$ cat config.mk
export PLATFORM = sky130hd
export DESIGN_NAME = nibble_add_seq
export DESIGN_NICKNAME = d
export VERILOG_FILES = /design/src/rtl/nibble_add_seq.sv
export SDC_FILE = /design/constraint.sdc
export NUM_CORES = 1
export LEC_CHECK = 0
export BUFFER_PORTS_ARGS = -buffer_cell sky130_fd_sc_hd__buf_2
export CORE_UTILIZATION = 35
export DETAILED_ROUTE_END_ITERATION = 8
export PLACE_DENSITY = 0.7
export SYNTH_ARGS = -nofsm -noshare
export SYNTH_HDL_FRONTEND = slang
export SYNTH_SLANG_ARGS = --single-unit
$ cat constraint.sdc
create_clock -name clk -period 1.6 [get_ports clk]
set_input_delay 0.08 -clock clk [delete_from_list [all_inputs] [get_ports clk]]
set_output_delay 0.08 -clock clk [all_outputs]
set_load 0.05 [all_outputs]
$ cat src/rtl/nibble_add_seq.sv
// nibble_add_seq: performs one W-bit addition (W = 4*NIB) as NIB nibble steps
// on an external 4-bit adder, least-significant nibble first, chaining the
// carry between steps and assembling the wide result, cout and overflow flag.
module nibble_add_seq #(
  parameter int NIB = 2
) (
  input  logic             clk,
  input  logic             rst,
  input  logic             start,
  input  logic [4*NIB-1:0] op_a,
  input  logic [4*NIB-1:0] op_b,
  input  logic             cin,
  output logic             busy,
  output logic             done,
  output logic [4*NIB-1:0] result,
  output logic             cout,
  output logic             ovf,
  output logic [3:0]       add_a,
  output logic [3:0]       add_b,
  output logic             add_cin,
  input  logic [3:0]       add_sum,
  input  logic             add_cout
);

  localparam int W    = 4 * NIB;
  localparam int IDXW = (NIB > 1) ? $clog2(NIB) : 1;

  typedef enum logic [1:0] {
    IDLE = 2'b00,
    RUN  = 2'b01,
    DONE = 2'b10
  } state_t;

  state_t          state_q, state_d;
  logic [IDXW-1:0] idx_q, idx_d;
  logic            carry_q, carry_d;
  logic [W-1:0]    a_lat_q, a_lat_d;
  logic [W-1:0]    b_lat_q, b_lat_d;
  logic [W-1:0]    result_q, result_d;
  logic            cout_q, cout_d;
  logic            ovf_q, ovf_d;

  logic [3:0]      nib_a;
  logic [3:0]      nib_b;
  logic            last_nib;

  assign last_nib = (idx_q == IDXW'(NIB - 1));

  // Select the operand nibbles addressed by the current step index.
  always_comb begin
    nib_a = 4'h0;
    nib_b = 4'h0;
    for (int k = 0; k < NIB; k++) begin
      if (idx_q == IDXW'(k)) begin
        nib_a = a_lat_q[4*k +: 4];
        nib_b = b_lat_q[4*k +: 4];
      end
    end
  end

  // State register plus all datapath flops; reset aborts any sequence in flight.
  always_ff @(posedge clk or posedge rst) begin
    if (rst) begin
      state_q  <= IDLE;
      idx_q    <= '0;
      carry_q  <= 1'b0;
      a_lat_q  <= '0;
      b_lat_q  <= '0;
      result_q <= '0;
      cout_q   <= 1'b0;
      ovf_q    <= 1'b0;
    end else begin
      state_q  <= state_d;
      idx_q    <= idx_d;
      carry_q  <= carry_d;
      a_lat_q  <= a_lat_d;
      b_lat_q  <= b_lat_d;
      result_q <= result_d;
      cout_q   <= cout_d;
      ovf_q    <= ovf_d;
    end
  end

  // Next-state logic: start is only honoured in IDLE, the unused code recovers to IDLE.
  always_comb begin
    state_d = IDLE;
    case (state_q)
      IDLE:    state_d = start ? RUN : IDLE;
      RUN:     state_d = last_nib ? DONE : RUN;
      DONE:    state_d = IDLE;
      default: state_d = IDLE;
    endcase
  end

  // Datapath next values: latch operands on accept, capture one sum nibble per RUN cycle.
  always_comb begin
    idx_d    = idx_q;
    carry_d  = carry_q;
    a_lat_d  = a_lat_q;
    b_lat_d  = b_lat_q;
    result_d = result_q;
    cout_d   = cout_q;
    ovf_d    = ovf_q;
    case (state_q)
      IDLE: begin
        if (start) begin
          a_lat_d  = op_a;
          b_lat_d  = op_b;
          carry_d  = cin;
          idx_d    = '0;
          result_d = '0;
          cout_d   = 1'b0;
          ovf_d    = 1'b0;
        end
      end
      RUN: begin
        for (int k = 0; k < NIB; k++) begin
          if (idx_q == IDXW'(k)) begin
            result_d[4*k +: 4] = add_sum;
          end
        end
        carry_d = add_cout;
        if (last_nib) begin
          idx_d  = '0;
          cout_d = add_cout;
          ovf_d  = (a_lat_q[W-1] == b_lat_q[W-1]) && (add_sum[3] != a_lat_q[W-1]);
        end else begin
          idx_d = idx_q + IDXW'(1);
        end
      end
      default: begin
        idx_d = idx_q;
      end
    endcase
  end

  // Output decode: handshake from state, adder inputs only driven while running.
  always_comb begin
    busy    = (state_q == RUN);
    done    = (state_q == DONE);
    add_a   = 4'h0;
    add_b   = 4'h0;
    add_cin = 1'b0;
    if (state_q == RUN) begin
      add_a   = nib_a;
      add_b   = nib_b;
      add_cin = carry_q;
    end
  end

  assign result = result_q;
  assign cout   = cout_q;
  assign ovf    = ovf_q;

endmodule

=== Word-level counts from Yosys, hierarchy flattened ===
Cells that the tools add are included.

* Register bits: 30
* Input bits: 25
* Output and inout port bits: 21
* Word-level logic and storage cells: 45

* $add $sub $neg: 1
* Eq/ne operators: 7
* Multiplexer cells: 21
* Reduce and logical (&&, ||, !) cells: 7

{| class="wikitable"
|+ Operator list
! operator !! count
|-
| $mux 4 || 6
|-
| $pmux 8 s2 || 1
|-
| $mux 8 || 1
|-
| $pmux 1 s2 || 4
|-
| $mux 1 || 7
|-
| $reduce_and 3->1 || 2
|-
| $ne 2x2->1 const B || 2
|-
| $pmux 2 s2 || 1
|-
| $reduce_and 2->1 || 2
|-
| $eq 2x1->1 const B || 1
|-
| $eq 2x2->1 const B || 1
|-
| $logic_not 2->1 || 1
|-
| $mux 2 || 1
|-
| $ne 2x1->1 const B || 1
|-
| $reduce_bool 2->1 || 1
|-
| $add 1x1->1 const B || 1
|-
| $eq 1x1->1 || 1
|-
| $logic_and 1x1->1 || 1
|-
| $ne 1x1->1 || 1
|}

=== Logic depth before layout (Yosys ltp) ===
Gate-level depths: netlist (run 1).

* Depth in word-level cells: 4
* Depth in mapped cells: 6

=== Worst setup path after synthesis (run 1) ===
Ideal clock, no wire load.

* Path kind: reg2out
* From: register state_q[1]
* To: output port add_cin
* Arrival: 1.487 ns
* Required time: 1.520 ns
* Path slack: 0.033 ns
* Cell stages (with the launch flop): 6
* Buffers on the path: 2
* Cells stage by stage: dfrtp_1 -> buf_4 -> nand2b_1 -> buf_4 -> inv_2 -> and2_1

* Longest elaborated chain between the ends: 2

{| class="wikitable"
|+ RTL lines
! item !! line !! text
|-
| from (decl) || 34 || <nowiki>state_t state_q, state_d;</nowiki>
|-
| from (signal assigned) || 73 || <nowiki>state_q <= state_d;</nowiki>
|-
| $eq 2x1->1 || n/a ||
|-
| via busy || 13 || <nowiki>output logic busy,</nowiki>
|-
| $mux 1 || 144 || <nowiki>if (state_q == RUN) begin</nowiki>
|-
| to (decl) || 20 || <nowiki>output logic add_cin,</nowiki>
|}

The timed path passes the listed nets, and every way through them passes these cells.

=== Worst setup path in the final report (run 1) ===
* From: register state_q[1]
* To: output port add_a[0]

* Longest elaborated chain between the ends: 2

{| class="wikitable"
|+ RTL lines
! item !! line !! text
|-
| $eq 2x1->1 || 144 ||
|-
| $mux 4 || 144 ||
|-
| to (decl) || 18 || <nowiki>output logic [3:0] add_a,</nowiki>
|}

No other way between the ends.

==> flow_metrics.env, run 1 <==
export IMPL_status="finished, final reports clean"
export IMPL_synth_fp_nets=130
export IMPL_max_slew_margin_rel_pct=74.4
export IMPL_die_w_um=64.3
export IMPL_max_cap_violations=0
export IMPL_yosysUniqueCellTypes=23
export IMPL_multiInputGateArea_um2=563
export IMPL_routed_wl_um=2700
export IMPL_cp_end_kind="primary output"
export IMPL_timing_fmax_mhz=648
export IMPL_ant_nets=0
export IMPL_antenna_found_initial=0
export IMPL_powerDensity_nw_per_um2=2460
export IMPL_utilization_pct=48.3
export IMPL_hp_class="primary input to flip-flop"
export IMPL_drc=0
export IMPL_finalNetCount=184
export IMPL_hold_violations=0
export IMPL_gp_congestion=0.730
export IMPL_seqCellArea_um2=752
export IMPL_grt_pass1_vias=992
export IMPL_synthTopCellsByArea="dfrtp_1 55%, mux2_2 12%, mux2_1 8.3%"
export IMPL_grt_max_degree=31
export IMPL_grt_use_total_pct=14.6
export IMPL_drive_above_1_share_pct=48.7
export IMPL_min_period_over_period_pct=96.5
export IMPL_ys_seq_area_share_pct=55.3
export IMPL_crit_type="flip-flop to primary output"
export IMPL_yosysTopAreaCellShare_pct=55.3
export IMPL_p_leak_nw=0.881
export IMPL_cts_tree="yes"
export IMPL_htreeDepth=2
export IMPL_clk_pin_slew_ns=0.06
export IMPL_cts_buffers=5
export IMPL_cts_sinks=30
export IMPL_maxSlewViolCount=0
export IMPL_insertion_delay_ns=0.28
export IMPL_crit_arrival_ns=1.46
export IMPL_root_buffer="clkbuf_8"
export IMPL_crit_fanout=9
export IMPL_num_antenna_cells=0
export IMPL_fillerInstances=348
export IMPL_tightest_slew_ns=0.384
export IMPL_initial_utilization_pct=36.8
export IMPL_num_vias=958
export IMPL_layout_commonest_cell="buf_2"
export IMPL_dpl_hpwl_um=1930
export IMPL_first_iter_violations=16
export IMPL_clk_path_buf_depth=2
export IMPL_setup_viol=0
export IMPL_start_kind="flip-flop"
export IMPL_ir_worst_vdd_v=0.00105
export IMPL_fp_dieH_um=64.3
export IMPL_ys_seq_elements=30
export IMPL_ys_warn_count=0
export IMPL_wl_per_cell_um=13.1
export IMPL_die_area_um2=4130
export IMPL_final_cell_mix="37 x buf_2, 29 x dfrtp_1, 14 x mux2_2, 10 x mux2_1"
export IMPL_viasPerCell=4.65
export IMPL_min_period_ns=1.54
export IMPL_num_io_pins=46
export IMPL_rsz0062_at_grt="yes"
export IMPL_synth_area_leader_cell="dfrtp_1"
export IMPL_syn_area_um2=1360
export IMPL_portBuffers=45
export IMPL_area_growth_syn_to_layout_pct=31.2
export IMPL_clock_skew_ns=0.00427
export IMPL_gr_total_overflow=0
export IMPL_core_area_um2=3690
export IMPL_grt_pass1_wl_um=4530
export IMPL_cp_required_ns=1.52
export IMPL_synth_cells=105
export IMPL_row_count=22
export IMPL_synth_avg_cell_area_um2=12.9
export IMPL_setup_tns_ns=0
export IMPL_firstDrtPassIters=4
==> flip-flops by register name, summed over array words and instances (netlist names) <==
register,flops
a_lat_q,8
b_lat_q,8
carry_q,1
cout,1
idx_q,1
ovf,1
result,8
state_q,2
==> timing repair <==
action                                  4_1_cts  5_1_grt
buffers inserted                              0        0
endpoints found under the hold margin        30        0
pin swaps                                     0        0
hold buffers                                  1        0
gates resized for setup                       4        9
endpoints found under the setup margin        4        9
==> area by class of cell <==
type / count / area share, %
Clock buffer: 6 / 4.63
Timing Repair Buffer: 51 / 17.3
Sequential cell: 30 / 42.2
Tap cell: 48 / 3.37
Multi-Input combinational cell: 67 / 31.6
Inverter: 4 / 0.843
==> synthesized netlist by cell type, drive strengths merged <==
library cell and number:
o21ai 2, mux2i 9, mux2 24, nor2 9, o22ai 1, and3b 1, o21bai 1, nor2b 1
buf 4, nand2 5, a21oi 3, inv 4, and2 6, nand2b 4, o2bb2ai 1, dfrtp 30
==> through the flow <==
step	area [um^2]	total power, mW	hold slack [ns]	std cells	setup WS [ns]
after global routing	1780	4.64	0.0181	206	-0.00582
after CTS	1760	4.37	0.0156	206	0.00108
after global placement	1660	3.67	0.168	199	0.234
final	1780	4.39	0.0199	206	0.0566
after floorplan	1360	3.19	0.171	105	0.0332
after detailed placement	1660	3.73	0.184	199	0.167
==> logic make-up after synthesis <==
family,Yosys count,synth area share [%]
compound gates,8,4.06
buf+inv,8,3.41
flops,30,55.3
mux,33,26.5
simple gates,26,10.7
==> critical path: stages (launching register included) <==
cell and delay [ns]:
dfrtp_2 0.46, nand2b_1 0.19, buf_4 0.19, nor2_1 0.11
clkbuf_4 0.23
==> layer usage <==
metal	up-vias	routed length (um)	global-route usage, %
met5	-	0	0
met4	0	38	5.83
li1	461	-	-
met2	30	1250	24.6
met3	5	178	5.18
met1	462	1230	16.6
==> final timing paths <==
path                             from         end  slack (ns)  cells past startpoint
setup / recovery           state_q[1]    add_a[0]        0.06                      4
hold / removal                op_a[2]  a_lat_q[2]        0.02                      2
setup reg to reg           state_q[0]   result[4]        0.16                      3
hold reg to reg               carry_q     carry_q        0.47                      2
max in group asynchronous         rst  state_q[1]        0.88                      4
min in group asynchronous         rst   result[6]        0.43                      4
==> report_power, final <==
| part | switching, mW | internal, mW |
|---|---|---|
| sequential | 0.224 | 1.13 |
| combinational | 1.55 | 0.895 |
| clock | 0.256 | 0.331 |
| total | 2.03 | 2.35 |
Note: power is estimated with default switching activity, not from simulation.
==> run 2, diff against run 1 <==
ABC_AREA = 1   (was not set)
==> run 2 against run 1 <==
Setup slack better by 0.032 ns; fmax is 2.1% higher; non-clock buffer count is 4 higher; sequential power hardly changed; total power is 3.1% lower.
==> flow_metrics.env, run 2 <==
export IMPL_status="finished, final reports clean"
export IMPL_num_antenna_cells=0
export IMPL_row_count=21
export IMPL_root_buffer="clkbuf_8"
export IMPL_max_slew_margin_rel_pct=75.3
export IMPL_cp_end_kind="primary output"
export IMPL_insertion_delay_ns=0.28
export IMPL_num_vias=1177
export IMPL_synthTopCellsByArea="dfrtp_1 57%, nand2_1 20%, inv_1 5.1%"
export IMPL_setup_viol=0
export IMPL_portBuffers=45
export IMPL_crit_arrival_ns=1.43
export IMPL_synthFlopType="dfrtp_1"
export IMPL_maxSlewViolCount=0
export IMPL_dpl_hpwl_um=2070
export IMPL_gr_total_overflow=0
export IMPL_yosys_top_cells_count="69 x nand2_1, 30 x dfrtp_1, 18 x inv_1"
export IMPL_start_kind="flip-flop"
export IMPL_firstDrtPassIters=3
export IMPL_cts_buffers=5
export IMPL_first_iter_violations=29
export IMPL_routed_wl_um=2840
export IMPL_fillerInstances=352
export IMPL_crit_fanout=10
export IMPL_rsz0062_at_grt="yes"
export IMPL_tightest_slew_ns=0.370
export IMPL_synth_cells=163
export IMPL_hold_violations=0
export IMPL_layout_commonest_cell="nand2_1"
export IMPL_antenna_found_initial=0
export IMPL_yosysUniqueCellTypes=15
export IMPL_cts_sinks=30
export IMPL_finalNetCount=246
export IMPL_yosysMostFrequentCell="nand2_1"
export IMPL_area_growth_syn_to_layout_pct=36.2
export IMPL_yosysTopAreaCellShare_pct=56.7
export IMPL_synth_edf_count=0
export IMPL_final_cell_mix="68 x nand2_1, 39 x buf_2, 29 x dfrtp_1, 17 x inv_1, 12 x o21ai_1"
export IMPL_cts_tree="yes"
export IMPL_ys_warn_count=0
export IMPL_grt_pass1_vias=1151
export IMPL_async_flop_share_pct=100
export IMPL_max_cap_violations=0
export IMPL_fp_dieH_um=63.5
export IMPL_gp_congestion=0.828
export IMPL_cp_required_ns=1.52
export IMPL_syn_area_um2=1320
export IMPL_viasPerCell=4.39
export IMPL_total_power_mw=4.25
export IMPL_p_leak_nw=1.02
export IMPL_crit_type="flip-flop to primary output"
export IMPL_grt_use_total_pct=16.7
export IMPL_ir_worst_vdd_v=0.00102
export IMPL_setup_tns_ns=0
export IMPL_synth_area_leader_cell="dfrtp_1"
export IMPL_clk_path_buf_depth=2
export IMPL_htreeDepth=2
export IMPL_initial_utilization_pct=38.2
export IMPL_drive_above_1_share_pct=29.3
export IMPL_grt_max_degree=31
export IMPL_rrSetupSlack_ns=0.39
export IMPL_whs_ns=0.00850
export IMPL_powerDensity_nw_per_um2=2360
export IMPL_ys_seq_elements=30
export IMPL_ant_nets=0
export IMPL_grt_pass1_wl_um=5060
export IMPL_clock_skew_ns=0.00349
export IMPL_die_w_um=63.5
export IMPL_synth_fp_nets=188
export IMPL_drc=0
export IMPL_core_area_um2=3470
export IMPL_die_area_um2=4030
export IMPL_min_period_ns=1.51
export IMPL_clk_pin_slew_ns=0.06
export IMPL_ys_seq_area_share_pct=56.7
export IMPL_timing_fmax_mhz=662
export IMPL_min_period_over_period_pct=94.5
export IMPL_synth_avg_cell_area_um2=8.12
export IMPL_wl_per_cell_um=10.6
export IMPL_num_io_pins=46
export IMPL_hp_class="primary input to flip-flop"
## run 2: metrics by stage
stage | instances | worst slack [ns] | util [%] | instance area, um^2
3_5_place_dp | 252 | 0.183 | 46.0 | 1600
2_1_floorplan | 163 | -0.316 | - | 1320
5_1_grt | 268 | -0.0199 | 52.0 | 1800
3_3_place_gp | 252 | 0.247 | 46.0 | 1600
4_1_cts | 268 | 0.000907 | 51.1 | 1770
6_report | 268 | 0.0883 | 52.0 | 1800
## run 2: cell type report
cell class / instances / area, um^2 / share of cell area [%]
multi-input combinational: 108 / 484 / 26.9
clock inverter: 1 / 5.00 / 0.278
inverter: 21 / 78.8 / 4.37
clock buffer: 7 / 86.3 / 4.79
sequential: 30 / 752 / 41.7
tap: 46 / 57.6 / 3.19
timing repair buffer: 55 / 339 / 18.8
## run 2: logic make-up after synthesis
kind of cell | count (synthesis) | synth area share, %
compound gates | 21 | 8.22
simple gates | 87 | 27.2
buf+inv | 25 | 7.84
flops | 30 | 56.7
## run 2: final timing paths
| kind | start | endpoint | cells past startpoint |
|---|---|---|---|
| max | state_q[1] | add_b[2] | 4 |
| max reg2reg | state_q[0] | a_lat_q[0] | 5 |
| min in group asynchronous | rst | cout | 4 |
| max in group asynchronous | rst | state_q[0] | 4 |
| min reg2reg | result[5] | result[5] | 2 |
| min | op_a[2] | a_lat_q[2] | 3 |
## run 2: critical path, stage by stage, from the launching register on
cell and delay, ns:
dfrtp_1 0.41, inv_2 0.13, nand2_2 0.15, a21oi_1 0.17, buf_2 0.29
## run 2: where the power goes
part           switching, mW  internal, mW  leakage [nW]  total (mW)
clock                  0.273         0.346        0.0482       0.619
combinational           1.71         0.587         0.593        2.30
sequential             0.203          1.13         0.379        1.33
total                   2.19          2.06          1.02        4.25
## run 2: layer usage
metal  up-vias  wire, um  track usage (%)
met4         0        76             9.66
met1       520      1360             20.1
met5         -         0                0
met3         8       138             5.98
met2        30      1260             25.7
li1        619         -                -
## run 2: what timing repair did
action,CTS,global route
hold buffers,8,0
gates cloned,0,0
endpoints found under the hold margin,37,0
gates resized for setup,2,12
setup endpoints to repair,5,5
setup buffers,0,0
